### src/rtl/mips_core_pkg.sv
// mips_core_pkg: shared types and constants for the MIPS core control path.
//   hazard_state_t : hazard sequencer FSM states (run / drop stale fetch)
//   REG_ZERO       : architectural zero register index; writes to it never
//                    create a dependency
package mips_core_pkg;

    typedef enum logic [0:0] {
        S_RUN  = 1'b0,
        S_DROP = 1'b1
    } hazard_state_t;

    localparam int REG_ZERO = 0;

endpackage

### src/rtl/hazard_control_ifc.sv
// hazard_control_ifc: stall/flush control pair for one pipeline register.
//   stall : hold the register contents (dominates flush)
//   flush : load a bubble into the register
interface hazard_control_ifc;
    logic stall;
    logic flush;

    modport ctl (output stall, output flush);
    modport pipe (input stall, input flush);
endinterface

### src/rtl/hazard_lu_detect.sv
// hazard_lu_detect: combinational load-use comparator.
//   i_id_valid, i_id_uses_rs/rt, i_id_rs/rt : ID-stage source operands
//   i_ex_is_load, i_ex_rw_addr              : EX-stage load destination
//   o_lu                                    : ID needs the EX load result
module hazard_lu_detect
    import mips_core_pkg::*;
#(
    parameter int REG_ADDR_W = 5
) (
    input  logic                  i_id_valid,
    input  logic                  i_id_uses_rs,
    input  logic                  i_id_uses_rt,
    input  logic [REG_ADDR_W-1:0] i_id_rs,
    input  logic [REG_ADDR_W-1:0] i_id_rt,
    input  logic                  i_ex_is_load,
    input  logic [REG_ADDR_W-1:0] i_ex_rw_addr,
    output logic                  o_lu
);

    logic w_ld_live;
    logic w_rs_hit;
    logic w_rt_hit;

    // A load to r0 produces nothing that a consumer could wait for.
    assign w_ld_live = i_id_valid & i_ex_is_load &
                       (i_ex_rw_addr != REG_ADDR_W'(REG_ZERO));
    assign w_rs_hit  = i_id_uses_rs & (i_id_rs == i_ex_rw_addr);
    assign w_rt_hit  = i_id_uses_rt & (i_id_rt == i_ex_rw_addr);
    assign o_lu      = w_ld_live & (w_rs_hit | w_rt_hit);

endmodule

### src/rtl/hazard_sequencer.sv
// hazard_sequencer: central hazard controller for the 5-stage in-order core.
// Combines I-cache miss, D-cache miss, load-use and branch mispredict into
// stall/flush pairs for IF/ID, ID/EX, EX/MEM, MEM/WB plus a PC stall and the
// redirect strobe. A two-state FSM remembers a wrong-path fetch that was
// still outstanding in the I-cache at redirect time and discards it.
//
// Ports:
//   clk, rst_n                        clock, async active-low reset
//   i_ic_miss, i_dc_miss              cache miss indications
//   i_id_*                            ID-stage operand info
//   i_ex_is_load, i_ex_rw_addr        EX-stage load destination
//   i_ex_mispredict                   EX branch resolved wrong
//   o_pc_stall, o_redirect            PC control
//   o_{i2d,d2e,e2m,m2w}_{stall,flush} pipeline register control
//
// Optional: define HAZARD_PERF_CNT_EN to add saturating counters
//   o_stall_cycles, o_lu_bubbles, o_redirects (CNT_W bits each).
module hazard_sequencer
    import mips_core_pkg::*;
#(
    parameter int REG_ADDR_W = 5,
    parameter int CNT_W      = 32
) (
    input  logic                  clk,
    input  logic                  rst_n,
    input  logic                  i_ic_miss,
    input  logic                  i_dc_miss,
    input  logic                  i_id_valid,
    input  logic                  i_id_uses_rs,
    input  logic                  i_id_uses_rt,
    input  logic [REG_ADDR_W-1:0] i_id_rs,
    input  logic [REG_ADDR_W-1:0] i_id_rt,
    input  logic                  i_ex_is_load,
    input  logic [REG_ADDR_W-1:0] i_ex_rw_addr,
    input  logic                  i_ex_mispredict,
    output logic                  o_pc_stall,
    output logic                  o_redirect,
    output logic                  o_i2d_stall,
    output logic                  o_i2d_flush,
    output logic                  o_d2e_stall,
    output logic                  o_d2e_flush,
    output logic                  o_e2m_stall,
    output logic                  o_e2m_flush,
    output logic                  o_m2w_stall,
    output logic                  o_m2w_flush
`ifdef HAZARD_PERF_CNT_EN
    ,
    output logic [CNT_W-1:0]      o_stall_cycles,
    output logic [CNT_W-1:0]      o_lu_bubbles,
    output logic [CNT_W-1:0]      o_redirects
`endif
);

    if (CNT_W < 1) begin : g_cnt_w_check
        $error("hazard_sequencer: CNT_W must be at least 1");
    end

    hazard_state_t r_state;
    hazard_state_t w_next;

    logic w_lu;
    logic w_pc_stall;
    logic w_redirect;
    logic w_lu_bubble;

    hazard_control_ifc w_i2d ();
    hazard_control_ifc w_d2e ();
    hazard_control_ifc w_e2m ();
    hazard_control_ifc w_m2w ();

    hazard_lu_detect #(
        .REG_ADDR_W (REG_ADDR_W)
    ) u_lu_detect (
        .i_id_valid   (i_id_valid),
        .i_id_uses_rs (i_id_uses_rs),
        .i_id_uses_rt (i_id_uses_rt),
        .i_id_rs      (i_id_rs),
        .i_id_rt      (i_id_rt),
        .i_ex_is_load (i_ex_is_load),
        .i_ex_rw_addr (i_ex_rw_addr),
        .o_lu         (w_lu)
    );

    always_ff @(posedge clk or negedge rst_n) begin
        if (!rst_n) begin
            r_state <= S_RUN;
        end else begin
            r_state <= w_next;
        end
    end

    always_comb begin
        w_next      = r_state;
        w_pc_stall  = 1'b0;
        w_redirect  = 1'b0;
        w_lu_bubble = 1'b0;
        w_i2d.stall = 1'b0;
        w_i2d.flush = 1'b0;
        w_d2e.stall = 1'b0;
        w_d2e.flush = 1'b0;
        w_e2m.stall = 1'b0;
        w_e2m.flush = 1'b0;
        w_m2w.stall = 1'b0;
        w_m2w.flush = 1'b0;

        if (!rst_n) begin
            // Outputs are forced quiet while reset is held.
            w_next = S_RUN;
        end else if (i_dc_miss) begin
            // Everything up to MEM freezes; the held EX mispredict is
            // re-evaluated once the miss clears, so no redirect here.
            w_pc_stall  = 1'b1;
            w_i2d.stall = 1'b1;
            w_d2e.stall = 1'b1;
            w_e2m.stall = 1'b1;
            w_m2w.flush = 1'b1;
        end else if (i_ex_mispredict) begin
            w_redirect  = 1'b1;
            w_i2d.flush = 1'b1;
            w_d2e.flush = 1'b1;
            // An outstanding fetch belongs to the wrong path; remember to
            // throw away the line when it finally arrives.
            if (i_ic_miss) begin
                w_next = S_DROP;
            end
        end else if (r_state == S_DROP && !i_ic_miss) begin
            // Stale wrong-path line is on the fetch bus this cycle: keep
            // the PC (already on the right path) and do not latch the line.
            w_pc_stall = 1'b1;
            w_next     = S_RUN;
            if (w_lu) begin
                w_i2d.stall = 1'b1;
                w_d2e.flush = 1'b1;
                w_lu_bubble = 1'b1;
            end else begin
                w_i2d.flush = 1'b1;
            end
        end else if (w_lu) begin
            // Holding IF/ID wins over an I-cache miss bubble so the
            // consumer is not lost.
            w_pc_stall  = 1'b1;
            w_i2d.stall = 1'b1;
            w_d2e.flush = 1'b1;
            w_lu_bubble = 1'b1;
        end else if (i_ic_miss) begin
            w_pc_stall  = 1'b1;
            w_i2d.flush = 1'b1;
        end
    end

    assign o_pc_stall  = w_pc_stall;
    assign o_redirect  = w_redirect;
    assign o_i2d_stall = w_i2d.stall;
    assign o_i2d_flush = w_i2d.flush;
    assign o_d2e_stall = w_d2e.stall;
    assign o_d2e_flush = w_d2e.flush;
    assign o_e2m_stall = w_e2m.stall;
    assign o_e2m_flush = w_e2m.flush;
    assign o_m2w_stall = w_m2w.stall;
    assign o_m2w_flush = w_m2w.flush;

`ifdef HAZARD_PERF_CNT_EN
    logic [CNT_W-1:0] r_stall_cycles;
    logic [CNT_W-1:0] r_lu_bubbles;
    logic [CNT_W-1:0] r_redirects;

    // Saturating counters; pipeline flushes never touch them.
    always_ff @(posedge clk or negedge rst_n) begin
        if (!rst_n) begin
            r_stall_cycles <= '0;
            r_lu_bubbles   <= '0;
            r_redirects    <= '0;
        end else begin
            if (w_pc_stall && (r_stall_cycles != '1)) begin
                r_stall_cycles <= r_stall_cycles + CNT_W'(1);
            end
            if (w_lu_bubble && (r_lu_bubbles != '1)) begin
                r_lu_bubbles <= r_lu_bubbles + CNT_W'(1);
            end
            if (w_redirect && (r_redirects != '1)) begin
                r_redirects <= r_redirects + CNT_W'(1);
            end
        end
    end

    assign o_stall_cycles = r_stall_cycles;
    assign o_lu_bubbles   = r_lu_bubbles;
    assign o_redirects    = r_redirects;
`endif

endmodule

### config.mk
export PLATFORM = sky130hd
export DESIGN_NAME = hazard_sequencer
export DESIGN_NICKNAME = d
export VERILOG_FILES = /design/src/rtl/mips_core_pkg.sv /design/src/rtl/hazard_control_ifc.sv /design/src/rtl/hazard_lu_detect.sv /design/src/rtl/hazard_sequencer.sv
export SDC_FILE = /design/constraint.sdc
export NUM_CORES = 1
export LEC_CHECK = 0
export ABC_CLOCK_PERIOD_IN_PS = 1700
export CAP_MARGIN = 25
export CORE_AREA = 2 2 39 41
export CTS_CLUSTER_SIZE = 24
export DETAILED_ROUTE_END_ITERATION = 10
export DIE_AREA = 0 0 41 43
export PLACE_DENSITY = 0.68
export SYNTH_ARGS = -nofsm -noshare
export SYNTH_HDL_FRONTEND = slang
export SYNTH_SLANG_ARGS = --single-unit
export TNS_END_PERCENT = 10
### constraint.sdc
create_clock -name clk -period 1.7 [get_ports clk]
set_clock_uncertainty 0.2 [all_clocks]
set_input_delay 0.255 -clock clk [delete_from_list [all_inputs] [get_ports clk]]
set_output_delay 0.255 -clock clk [all_outputs]
set_load 0.05 [all_outputs]
---- Word level (Yosys, flattened, before mapping) ----
Index checks and enable logic that the tools add are counted.
word-level totals
  register bits ........................... 1
  latch bits .............................. 0
  memory bits (writable) .................. 0
  ROM bits ................................ 0
  input port bits ......................... 24
  output and inout port bits .............. 10
  logic and storage cells ................. 45
  memories ................................ 0
cells by class
  add/sub/neg operators ................... 0
  multiply operators ...................... 0
  divide/modulo/power cells ............... 0
  magnitude comparators ................... 0
  eq/ne operators ......................... 5
  shift operators ......................... 0
  muxes and demuxes ....................... 29
  bitwise gates (word level) .............. 6
  reduce and logical (&&, ||, !) cells .... 4
operators with widths
  operator            number
  $mux 1              29
  $eq 5x5->1          2
  $and 1x1->1         5
  $reduce_bool 5->1   1
  $ne 3x1->1 const B  1
  $ne 3x3->1 const B  1
  $reduce_and 3->1    1
  $ne 2x2->1 const B  1
  $logic_and 1x1->1   1
  $logic_not 1->1     1
  $or 1x1->1          1

---- Longest topological paths before layout ----
Gate-level depths: netlist of run 1.
  word-level depth ........................ 9
  gate-level depth with buffers ........... 4
  depth with buffers taken out ............ 4

---- Cells and area by module ----
Synthesis of run 1 repeated with hierarchy kept, for this count alone.
unflattened totals
  cells, all modules ...................... 39
  area total of the unflattened synthesis .. 294.0 um^2
by module, submodules not included
  module            instances  cells each  area each (um^2)  seq. area each (um^2)
  hazard_sequencer  1          22          158.9             25.0
  hazard_lu_detect  1          17          135.1             0.0

---- Worst setup path after synthesis of run 1 ----
OpenSTA, ideal clock, no wires.
  path kind ............................... input port to output port
  from .................................... input port i_ex_rw_addr[3]
  to ...................................... output port o_d2e_flush
  data arrival time ....................... 2.510 ns
  required time ........................... 1.245 ns
  slack ................................... -1.265 ns
  stages .................................. 4
  buffers on the path ..................... 0
  cells stage by stage .................... xor2_1 > nor4_2 > a32oi_1 > o41ai_1
between the ends
  longest elaborated chain between the ends .. 8
  elaborated cells on any way between the ends .. 12
  classes of those cells .................. 2 x eq/ne; 4 x mux; 5 x bitwise; 1 x reduce/logical
RTL lines
  what                            RTL line                                          source
  from (decl)                     hazard_sequencer.sv:34                            input logic [REG_ADDR_W-1:0] i_ex_rw_addr,
  $eq 5x5->1 (on tied branches)   hazard_lu_detect.sv:27, hazard_lu_detect.sv:28
  $and 1x1->1 (on tied branches)  hazard_lu_detect.sv:27, hazard_lu_detect.sv:28
  $or 1x1->1                      hazard_lu_detect.sv:29                            assign o_lu = w_ld_live & (w_rs_hit | w_rt_hit);
  $and 1x1->1 (*)                 hazard_lu_detect.sv:29
  $mux 1 (*)                      hazard_sequencer.sv:131, hazard_sequencer.sv:138
  $mux 1 (*)                      hazard_sequencer.sv:117                           end else if (i_ex_mispredict) begin
  $mux 1 (*)                      hazard_sequencer.sv:109                           end else if (i_dc_miss) begin
  $mux 1 (*)                      hazard_sequencer.sv:106                           if (!rst_n) begin
  to (decl)                       hazard_sequencer.sv:41                            output logic o_d2e_flush,
Every way passes the cells marked *; elsewhere a longest branch is shown, timed or not.

---- Worst setup path after layout of run 1 ----
Ends and elaborated chain as after synthesis.

==> results of run 1 <==
==> kinds of logic after synthesis <==
group / after synthesis / synth area share [%]
simple gates: 12 / 24.28
flops: 1 / 8.367
compound gates: 9 / 23.01
buf+inv: 7 / 13.81
other cells: 1 / 1.254
xor+xnor: 10 / 29.29
==> timing repair <==
item / 4_1_cts / 5_1_grt
pin swaps: 15 / 9
setup endpoints to repair: 8 / 8
resized for setup: 62 / 21
setup buffers: 1 / 0
==> worst max-delay path by stage <==
stage                     cells after the start  slack [ns]          end
after floorplan                               4       -0.38  o_d2e_flush
after global placement                        6       -0.72  o_i2d_flush
after detailed placement                      6       -0.75  o_i2d_flush
after CTS                                     6       -0.32   o_pc_stall
after global routing                          6       -0.34  o_i2d_flush
final                                         7       -0.28  o_d2e_flush
==> cell type report <==
type	instances	area, um^2
timing repair buffer	40	422.9
inverter	3	11.26
fill	125	530.5
multi-input combinational	33	374.1
tap	16	20.02
sequential	1	25.02
==> power by group <==
| group | switching [mW] | internal [mW] |
|---|---|---|
| clock network | 0 | 0 |
| logic | 0.122 | 0.122 |
| registers | 0.00132 | 0.0258 |
| total | 0.124 | 0.147 |
==> routing by layer <==
metal,routed length [um],track usage (%),vias to the layer above
met5,0,0,-
met4,0,0,0
met3,116,1.047,0
met2,577,23.44,24
met1,352,16.67,181
li1,-,-,208
==> cell usage in the layout (no fill, tap or decap), types with 2 or more instances in the layout <==
cell type | synthesis | layout
buf_12 | 0 | 6
buf_2 | 0 | 5
buf_4 | 4 | 6
buf_6 | 0 | 8
buf_8 | 0 | 2
clkbuf_2 | 0 | 3
clkdlybuf4s50_1 | 0 | 5
conb_1 | 1 | 2
dlygate4sd2_1 | 0 | 4
inv_1 | 3 | 2
nand2_1 | 2 | 2
nor2_1 | 2 | 2
nor4_4 | 0 | 2
xor2_1 | 8 | 5
xor2_2 | 0 | 3
==> stage by stage <==
stage	area, um^2	util, %	setup slack [ns]	hold WS, ns
after CTS	777.0	56.15	-0.3220	0.3736
after detailed placement	747.0	53.98	-0.7455	0.3727
after global placement	747.0	53.98	-0.7211	0.3706
final	853.3	61.66	-0.2823	0.02362
after global routing	853.3	61.66	-0.3441	0.04084
after floorplan	331.6	-	-0.3774	-0.2406
==> impl_metrics.csv, run 1 <==
group,metric,value,unit
outcome,status,"finished, violations left",
outcome,violations,"negative setup slack",
synth,async_flop_share,100.0,%
routing,vias,413,
sta,finalCritPeriodShare,116.6,%
setup_path,reg2reg_depth,2,
routing,first_iter_violations,3,
power_and_ir_drop,irDropWorstVdd,0.0001487,V
sta,fmaxAchievable,504.5,MHz
synth,synth_area,299.0,um^2
synth,ys_seq_area_share,8.368,%
setup_path,crit_buf_inv,4,
setup_path,path_cells,"buf_8 > or4_4 > o211ai_2 > buf_4 > buf_6 > o41ai_4 > buf_12",
floorplanning,core,0.001384,mm^2
setup_path,required,1.24,ns
global_route,grt_pass1_wl,1683,um
layout,largest_reg_flops,1,
synth,yosysMostFrequentCell,"xor2_1",
layout,reg_top3,"r_state (1)",
synth,synth_edf_count,0,
floorplanning,start_util,21.61,%
min_path,hp-class,"in2async",
setup_path,critPathMaxFanout,3,
synth,yosys-top-cells-count,"8 x xor2_1, 4 x buf_4, 3 x inv_1",
global_route,antenna_found_initial,0,
layout,nNetsFinal,103,
clock_network,clk_pin_slew,0,ns
layout,area_delta_synth_final,185.4,%
routing,drc_errors,0,
placement,io_buffers,31,
synth,synth-main-ff-cell,"dfrtp_1",
placement,placed_cells,92,
setup_path,r2r-start,"r_state",
setup_path,rr_endpoint,"r_state",
synth,netlist.area_leader.share,23.43,%
routing,ant_nets,0,
synth,yosysTopAreaCell,"xor2_1",
power_and_ir_drop,power,270.8,uW
power_and_ir_drop,p_per_area,317.3,mW/mm^2
setup_path,cp.arrival,1.53,ns
global_route,grt_pass1_vias,421,
synth,synth_cells,40,
layout,antenna_cells,0,
sta,setup_tns,-1.532,ns
power_and_ir_drop,p_leak,0.3870,nW
routing,finalWirelength,1046,um
routing,drt_pass1_iterations,4,
clock_network,holdBufCountCts,0,
global_route,grt_usage,12.94,%
setup_path,critPathTopFamily,"simple AND/OR/NAND/NOR gates",
layout,layoutNonFillerInstCount,93,
sta,slew_violations,0,
synth,synth_area_leaders,"xor2_1 23%, buf_4 10%, dfrtp_1 8.4%, xnor2_1 5.9%, nor4_2 4.2%",
setup_path,regToRegSetupSlack,0.78,ns
placement,gp_congestion,0.6404,
job,maxCapViolations,0,
sta,setup_ws,-0.2823,ns
synth,yosysUniqueCellTypes,24,
setup_path,cpPeakStageDelay,0.52,ns
routing,wire_per_inst,11.25,um
floorplanning,row_count,14,
sta,fin_crit,1.982,ns
layout,drive_above_1_share,61.04,%
floorplanning,die_x,41,um
setup_path,critPathLaunch,"i_ex_rw_addr[3]",
layout,largest_register,"r_state",
global_route,overflow,0,
floorplanning,ios,34,
sta,setup_viol,8,
setup_path,setup.worst_path.end_class,"output port",
sta,grt_setup_unrepaired,"true",
floorplanning,die_y,43,um
setup_path,slowest_stage,"or4_4",
sta,finalHoldViolCount,0,
synth,ys_warn_count,0,
setup_path,start_kind,"primary input",
clock_network,clkLatencyLatePin,0,ns
synth,syn_avg_cell_area,7.476,um^2
setup_path,worstSetupPathType,"in2out",
synth,synth-seq-cells,1,
routing,via_per_inst,4.441,
floorplanning,dieArea,0.001763,mm^2
global_route,grt_max_degree,6,
No activity file was read; power rests on OpenSTA's default activity.
==> run 2, diff against run 1 <==
--- a/config.mk
+++ b/config.mk
@@ -12,6 +12,7 @@
 export DETAILED_ROUTE_END_ITERATION = 10
 export DIE_AREA = 0 0 41 43
 export PLACE_DENSITY = 0.68
+export SETUP_SLACK_MARGIN = 0.05
 export SYNTH_ARGS = -nofsm -noshare
 export SYNTH_HDL_FRONTEND = slang
 export SYNTH_SLANG_ARGS = --single-unit
==> results of run 2 <==
The final DEF is identical to that of run 1; final timing and power are the same.
